`config.mk`:
```
export PLATFORM = sky130hd
export DESIGN_NAME = booth_wallace_mul_pipe
export DESIGN_NICKNAME = d
export VERILOG_FILES = /design/src/rtl/booth_wallace_mul_pipe.sv
export SDC_FILE = /design/constraint.sdc
export NUM_CORES = 2
export LEC_CHECK = 0
export BUFFER_PORTS_ARGS = -buffer_cell sky130_fd_sc_hd__buf_4
export CORE_AREA = 2 2 480 482
export CTS_BUF_LIST = sky130_fd_sc_hd__clkbuf_16
export DETAILED_ROUTE_END_ITERATION = 10
export DIE_AREA = 0 0 482 484
export GPL_ROUTABILITY_DRIVEN = 0
export PLACE_DENSITY = 0.43
export SLEW_MARGIN = 10
export SYNTH_ARGS = -nofsm -noshare
export SYNTH_HDL_FRONTEND = slang
export SYNTH_SLANG_ARGS = --single-unit
```
`constraint.sdc`:
```
create_clock -name clk -period 17.2 [get_ports clk]
set_input_delay 3.44 -clock clk [delete_from_list [all_inputs] [get_ports clk]]
set_output_delay 3.44 -clock clk [all_outputs]
set_load 0.02 [all_outputs]
```
`src/rtl/booth_wallace_mul_pipe.sv`:
```
// Three-stage pipelined radix-4 Booth / Wallace-tree multiplier for MUL.W, MULH.W and MULH.WU.
// Stage 1 Booth-encodes the operands into partial-product rows. Stage 2 reduces them with
// full-adder levels to a sum row and a carry row. Stage 3 does the carry-propagate add and
// selects the requested half.
module booth_wallace_mul_pipe #(
  parameter int unsigned WIDTH = 32,  // even, >= 4
  parameter int unsigned TAG_W = 5
) (
  input  logic             clk,
  input  logic             resetn,
  input  logic             in_valid,
  output logic             in_ready,
  input  logic [1:0]       in_op,
  input  logic [WIDTH-1:0] in_a,
  input  logic [WIDTH-1:0] in_b,
  input  logic [TAG_W-1:0] in_tag,
  input  logic             flush,
  output logic             out_valid,
  input  logic             out_ready,
  output logic [WIDTH-1:0] out_result,
  output logic [TAG_W-1:0] out_tag
);

  // Number of 3:2 levels needed to bring a stack of rows down to two.
  function automatic int unsigned tree_levels(input int unsigned rows);
    int unsigned r;
    int unsigned l;
    r = rows;
    l = 0;
    while (r > 2) begin
      r = 2 * (r / 3) + r % 3;
      l++;
    end
    return l;
  endfunction

  localparam int unsigned ExtW    = WIDTH + 2;       // extended operand width
  localparam int unsigned NumPp   = ExtW / 2;        // Booth partial products
  localparam int unsigned ProdW   = 2 * WIDTH;       // full product width
  localparam int unsigned NumRows = NumPp + 1;       // partial products plus correction row
  localparam int unsigned NumLvl  = tree_levels(NumRows);

  // ---------------------------------------------------------------------------------------------
  // Pipeline control
  // ---------------------------------------------------------------------------------------------
  logic s1_valid_q, s1_valid_d;
  logic s2_valid_q, s2_valid_d;
  logic s3_valid_q, s3_valid_d;
  logic s1_free, s2_free, s3_free;
  logic accept, s1_fire, s2_fire;

  // A stage can take new data when it is empty or its content moves on this cycle.
  assign s3_free  = !s3_valid_q || out_ready;
  assign s2_free  = !s2_valid_q || s3_free;
  assign s1_free  = !s1_valid_q || s2_free;
  assign in_ready = !flush && s1_free;
  assign accept   = in_valid && in_ready;
  assign s1_fire  = s1_valid_q && s2_free;
  assign s2_fire  = s2_valid_q && s3_free;

  assign out_valid = s3_valid_q;

  // Next-state of the stage valid bits; flush empties every stage.
  always_comb begin
    s1_valid_d = s1_valid_q;
    s2_valid_d = s2_valid_q;
    s3_valid_d = s3_valid_q;
    if (s1_free) s1_valid_d = in_valid;
    if (s2_free) s2_valid_d = s1_valid_q;
    if (s3_free) s3_valid_d = s2_valid_q;
    if (flush) begin
      s1_valid_d = 1'b0;
      s2_valid_d = 1'b0;
      s3_valid_d = 1'b0;
    end
  end

  // Stage valid registers.
  always_ff @(posedge clk or negedge resetn) begin
    if (!resetn) begin
      s1_valid_q <= 1'b0;
      s2_valid_q <= 1'b0;
      s3_valid_q <= 1'b0;
    end else begin
      s1_valid_q <= s1_valid_d;
      s2_valid_q <= s2_valid_d;
      s3_valid_q <= s3_valid_d;
    end
  end

  // ---------------------------------------------------------------------------------------------
  // Stage 1: operand extension and radix-4 Booth encoding
  // ---------------------------------------------------------------------------------------------
  logic             op_signed, op_high;
  logic [ExtW-1:0]  a_ext, b_ext;
  logic [ExtW:0]    b_pad;
  logic [ProdW-1:0] a_sx, a2_sx;
  logic [ProdW-1:0] pp_row [NumPp];
  logic [NumPp-1:0] pp_neg;

  // Op 11 behaves as op 00: zero-extended, low half.
  assign op_signed = (in_op == 2'b01);
  assign op_high   = (in_op == 2'b01) || (in_op == 2'b10);

  assign a_ext = op_signed ? {{2{in_a[WIDTH-1]}}, in_a} : {2'b00, in_a};
  assign b_ext = op_signed ? {{2{in_b[WIDTH-1]}}, in_b} : {2'b00, in_b};
  assign b_pad = {b_ext, 1'b0};  // implicit zero below bit 0
  assign a_sx  = {{(ProdW - ExtW){a_ext[ExtW-1]}}, a_ext};
  assign a2_sx = {a_sx[ProdW-2:0], 1'b0};

  // Booth row selection; a negative row is ~magnitude, with the +1 kept as a separate bit.
  always_comb begin
    logic [2:0]       grp;
    logic [ProdW-1:0] mag;
    logic             neg;
    pp_row = '{default: '0};
    pp_neg = '0;
    for (int i = 0; i < int'(NumPp); i++) begin
      grp = b_pad[2*i +: 3];
      mag = '0;
      neg = 1'b0;
      case (grp)
        3'b001, 3'b010: mag = a_sx;
        3'b011:         mag = a2_sx;
        3'b100: begin
          mag = a2_sx;
          neg = 1'b1;
        end
        3'b101, 3'b110: begin
          mag = a_sx;
          neg = 1'b1;
        end
        default: ;
      endcase
      pp_row[i] = (neg ? ~mag : mag) << (2 * i);
      pp_neg[i] = neg;
    end
  end

  logic [ProdW-1:0] s1_row_q [NumPp];
  logic [NumPp-1:0] s1_neg_q;
  logic             s1_high_q;
  logic [TAG_W-1:0] s1_tag_q;

  // Stage 1 datapath register, loaded on accept.
  always_ff @(posedge clk) begin
    if (accept) begin
      s1_row_q  <= pp_row;
      s1_neg_q  <= pp_neg;
      s1_high_q <= op_high;
      s1_tag_q  <= in_tag;
    end
  end

  // ---------------------------------------------------------------------------------------------
  // Stage 2: Wallace reduction with full adders
  // ---------------------------------------------------------------------------------------------
  logic [ProdW-1:0] csa_sum, csa_carry;

  // Each level feeds rows to full adders three at a time and passes the 1-2 leftovers through.
  // Row counts depend only on WIDTH, so the loops unroll into a fixed adder tree.
  always_comb begin
    logic [ProdW-1:0] tree_work [NumRows];
    logic [ProdW-1:0] tree_next [NumRows];
    logic [ProdW-1:0] fa_a, fa_b, fa_c;
    int               cnt;
    int               nfa;
    tree_work = '{default: '0};
    tree_next = '{default: '0};
    fa_a      = '0;
    fa_b      = '0;
    fa_c      = '0;
    for (int i = 0; i < int'(NumPp); i++) begin
      tree_work[i]            = s1_row_q[i];
      tree_work[NumPp][2*i]   = s1_neg_q[i];  // Booth +1 corrections at each row's LSB
    end
    cnt = int'(NumRows);
    for (int lv = 0; lv < int'(NumLvl); lv++) begin
      tree_next = '{default: '0};
      nfa = cnt / 3;
      for (int j = 0; j < int'(NumRows / 3); j++) begin
        if (j < nfa) begin
          fa_a             = tree_work[3*j];
          fa_b             = tree_work[3*j+1];
          fa_c             = tree_work[3*j+2];
          tree_next[2*j]   = fa_a ^ fa_b ^ fa_c;
          tree_next[2*j+1] = ((fa_a & fa_b) | (fa_a & fa_c) | (fa_b & fa_c)) << 1;
        end
      end
      for (int r = 0; r < 2; r++) begin
        if (r < cnt % 3) tree_next[2*nfa+r] = tree_work[3*nfa+r];
      end
      cnt       = 2 * nfa + cnt % 3;
      tree_work = tree_next;
    end
    csa_sum   = tree_work[0];
    csa_carry = tree_work[1];
  end

  logic [ProdW-1:0] s2_sum_q, s2_carry_q;
  logic             s2_high_q;
  logic [TAG_W-1:0] s2_tag_q;

  // Stage 2 datapath register.
  always_ff @(posedge clk) begin
    if (s1_fire) begin
      s2_sum_q   <= csa_sum;
      s2_carry_q <= csa_carry;
      s2_high_q  <= s1_high_q;
      s2_tag_q   <= s1_tag_q;
    end
  end

  // ---------------------------------------------------------------------------------------------
  // Stage 3: carry-propagate add and half selection
  // ---------------------------------------------------------------------------------------------
  logic [ProdW-1:0] product;
  logic [WIDTH-1:0] result_sel;

  assign product    = s2_sum_q + s2_carry_q;
  assign result_sel = s2_high_q ? product[ProdW-1:WIDTH] : product[WIDTH-1:0];

  logic [WIDTH-1:0] out_result_q;
  logic [TAG_W-1:0] out_tag_q;

  // Output register; held while the consumer stalls.
  always_ff @(posedge clk or negedge resetn) begin
    if (!resetn) begin
      out_result_q <= '0;
      out_tag_q    <= '0;
    end else if (s2_fire) begin
      out_result_q <= result_sel;
      out_tag_q    <= s2_tag_q;
    end
  end

  assign out_result = out_result_q;
  assign out_tag    = out_tag_q;

endmodule
```
==> key figures <==
Status
  • Status: finished, final reports clean

Finish
  • Fill cells: 23.7k
  • Layout area overhead: 12.2%
  • Fraction of layout cells with a size suffix above 1: 0.0766
  • Nets@finish: 5701

Clock network
  • Clk root buf: clkbuf_16
  • TritonCTS Buffers: 99
  • Post-CTS Resized: 0
  • Clock tree buffer depth: 3
  • Clk Latency, worst-skew pair: 0.74 ns
  • Hold_buf cts: 0
  • H-tree Lvls: 3
  • CTS tree: done
  • Clock Sink Count: 768
  • Post-CTS setup buffers: 0
  • Clock-pin slew on the worst setup and hold paths: 0.06 ns

Global route
  • First-pass GRT wire length: 286 mm
  • Largest net degree at the start of global routing: 179
  • Tot GR Track Use: 0.168
  • GR Layer Usage met2: 0.267
  • Vias in the first global route: 38.8k
  • Grt met1 use: 0.237
  • Met3 usage: 0.0241
  • Initial antenna violation count: 24
  • Busiest grt layer: met2
  • Global route overflow: 0

Die
  • Core Rows: 176
  • Initial core utilization: 0.248
  • Core Area: 229000 um^2
  • Boundary Pins: 115
  • Die Width: 482 um
  • Die height: 484 um
  • DIE AREA: 233000 um^2

Timing
  • Hold slack: 0.420 ns
  • Slew Limit Fails: 0
  • Maximum clock frequency: 0.127 GHz
  • Hold Fails Final Rpt: 0
  • Min cycle time layout: 7.85 ns
  • RSZ-0062 raised after global routing: no
  • Total negative slack: 0 ns
  • Final period util: 0.456
  • Max_slew headroom: 0.154
  • Setup Skew: 0.0631 ns
  • Final Setup Violations: 0
  • Worst slew pin tran: 1.27 ns

Route
  • Router iterations before antenna repair: 6
  • DR vias/cell: 4.72
  • Via count: 37.8k
  • Routed WL per cell: 24.6 um
  • Number of DRC markers in iteration 0: 3351
  • DRC errors left: 0
  • Final WL: 197 mm
  • Routed Antenna Nets: 0

Worst hold path
  • Worst Hold Class: register to register
  • WHS Path Cells: 0

Logic synthesis
  • EDFF count, synth: 728
  • Average size of a mapped cell: 11.2 um^2
  • Synth Warn #: 0
  • FF+latch count, synth: 768
  • Part of the Yosys area used for sequential elements: 0.403
  • Ys flop type: edfxtp_1
  • Asr flop ratio synth: 0.0521
  • Mapped Area: 56700 um^2
  • Yosys cell types: 77
  • Cell count after synthesis: 5064
  • Post-synth net total: 5868

Setup path
  • Crit Path Max Fanout: 4
  • CP Launch Type: input port
  • R2R depth: 11
  • CP dominant cell by count: buf_4
  • Worst setup EP type: output pin
  • Crit path arrival time: 4.41 ns
  • WS Path Type: input port to output pin
  • Critical path, cell by cell: buf_4 > nor2b_1 > and2_1 > a21oi_1 > buf_4
  • Max incr delay on CP: 0.30 ns
  • Data required time at the worst endpoint: 13.76 ns
  • CP max stage cell: and2_1

Power
  • Pwr/cell area: 209 nW/um^2
  • Peak supply drop: 0.235 mV
  • Leak pwr: 25.4 nW

Job
  • Max Cap Viol: 0

Place
  • Detail Placement HPWL: 134 mm
  • Port Buf Inserts: 114
[power breakdown]
part | leakage (nW) | total [mW] | internal (mW) | switching, mW
Clock | 1.66 | 2.14 | 1.25 | 0.887
Combinational | 16.7 | 8.09 | 3.00 | 5.09
Sequential | 7.05 | 3.04 | 2.89 | 0.151
Total | 25.4 | 13.3 | 7.14 | 6.13
[registers in the layout, summed over array words and instances (netlist names), 5 cells and up]
register / count
s1_row_q: 576
s2_sum_q: 64
s2_carry_q: 59
out_result: 32
s1_neg_q: 17
out_tag: 5
s1_tag_q: 5
s2_tag_q: 5
[critical path: cells and delay by family]
| family | cells | cell delay, ns |
|---|---|---|
| simple gates | 2 | 0.55 |
| buf+inv | 2 | 0.28 |
| compound gates | 1 | 0.13 |
[placed cells by master, fill, tap and decap left out, types with 102 or more instances in the layout]
cell type and instances:
buf_4 158, xor2_1 485, inv_1 795, a21oi_1 132
nand2_1 102, fa_1 551, edfxtp_1 728, a22oi_1 455
o21ai_0 518, ha_1 176
[cells by family (layout without fill, tap and decap cells)]
| logic type | count (synthesis) | count (layout) | synth area share |
|---|---|---|---|
| AOI/OAI and AO/OA | 1332 | 1332 | 0.151 |
| buffers and inverters | 1205 | 1118 | 0.0800 |
| DFF | 768 | 768 | 0.403 |
| adders and majority gates | 734 | 734 | 0.235 |
| xor gates and xnor gates | 564 | 564 | 0.0871 |
| and+or+nand+nor | 415 | 415 | 0.0363 |
| muxes | 45 | 45 | 0.00797 |
| other | 1 | 12 | 0.0000661 |
[per-stage QoR]
stage	util	std cells	area (um^2)	worst slack [ns]	total power [mW]
6_report	0.278	8014	63600	9.35	13.3
5_1_grt	0.278	8009	63600	9.22	14.3
4_1_cts	0.278	8003	63600	9.34	13.3
3_5_place_dp	0.264	7822	60300	9.35	11.1
3_3_place_gp	0.264	7822	60300	9.33	11.1
2_1_floorplan	-	5064	56700	5.23	7.51
[path summary, 6_finish.rpt]
| kind | from | to | slack [ns] |
|---|---|---|---|
| hold / removal | s1_tag_q[4] | s2_tag_q[4] | 0.42 |
| min in group asynchronous | resetn | out_result[3] | 2.69 |
| hold reg to reg | s1_tag_q[4] | s2_tag_q[4] | 0.42 |
| setup reg to reg | s1_row_q[1086] | s2_sum_q[63] | 12.01 |
| max in group asynchronous | resetn | out_result[20] | 14.12 |
| setup / recovery | out_ready | in_ready | 9.35 |
[cells in the mapped netlist, types with 11 or more instances]
| master | count | share of area |
|---|---|---|
| inv_1 | 777 | 0.051 |
| edfxtp_1 | 728 | 0.39 |
| fa_1 | 551 | 0.19 |
| o21ai_0 | 518 | 0.046 |
| xor2_1 | 500 | 0.077 |
| a22oi_1 | 455 | 0.060 |
| clkbuf_1 | 317 | 0.021 |
| ha_1 | 177 | 0.039 |
| a21oi_1 | 132 | 0.012 |
| nand2_1 | 109 | 0.0072 |
| nor2_1 | 108 | 0.0071 |
| buf_1 | 103 | 0.0068 |
| xnor2_1 | 64 | 0.0099 |
| and2_1 | 51 | 0.0056 |
| mux2i_1 | 44 | 0.0078 |
| dfrtp_1 | 40 | 0.018 |
| a21o_1 | 38 | 0.0050 |
| a22o_1 | 33 | 0.0051 |
| nand3_1 | 28 | 0.0025 |
| nor3_1 | 25 | 0.0022 |
| nor2b_1 | 24 | 0.0026 |
| a221o_1 | 20 | 0.0035 |
| o21ai_1 | 16 | 0.0014 |
| nand2b_1 | 13 | 0.0014 |
| o31ai_1 | 13 | 0.0017 |
| and3_1 | 12 | 0.0013 |
| o22a_1 | 12 | 0.0019 |
| a31oi_1 | 11 | 0.0012 |
[layout make-up]
| type | count | area [um^2] | share of cell area |
|---|---|---|---|
| inverter | 777 | 2920 | 0.0458 |
| multi-input combinational | 3091 | 29500 | 0.464 |
| sequential | 768 | 22900 | 0.359 |
| timing repair buffer | 160 | 1230 | 0.0193 |
| antenna | 11 | 27.5 | 0.000433 |
| clock buffer | 100 | 2500 | 0.0393 |
| tap | 3026 | 3790 | 0.0595 |
| clock inverter | 81 | 790 | 0.0124 |
[per-layer routing]
metal | wire [um] | share of wire | vias to the layer above
met4 | 4690 | 0.024 | 12
li1 | - | - | 16900
met2 | 90900 | 0.46 | 1130
met3 | 10700 | 0.054 | 217
met5 | 68 | 0.00034 | -
met1 | 91000 | 0.46 | 19500
Power figures use the tool's default switching activity.
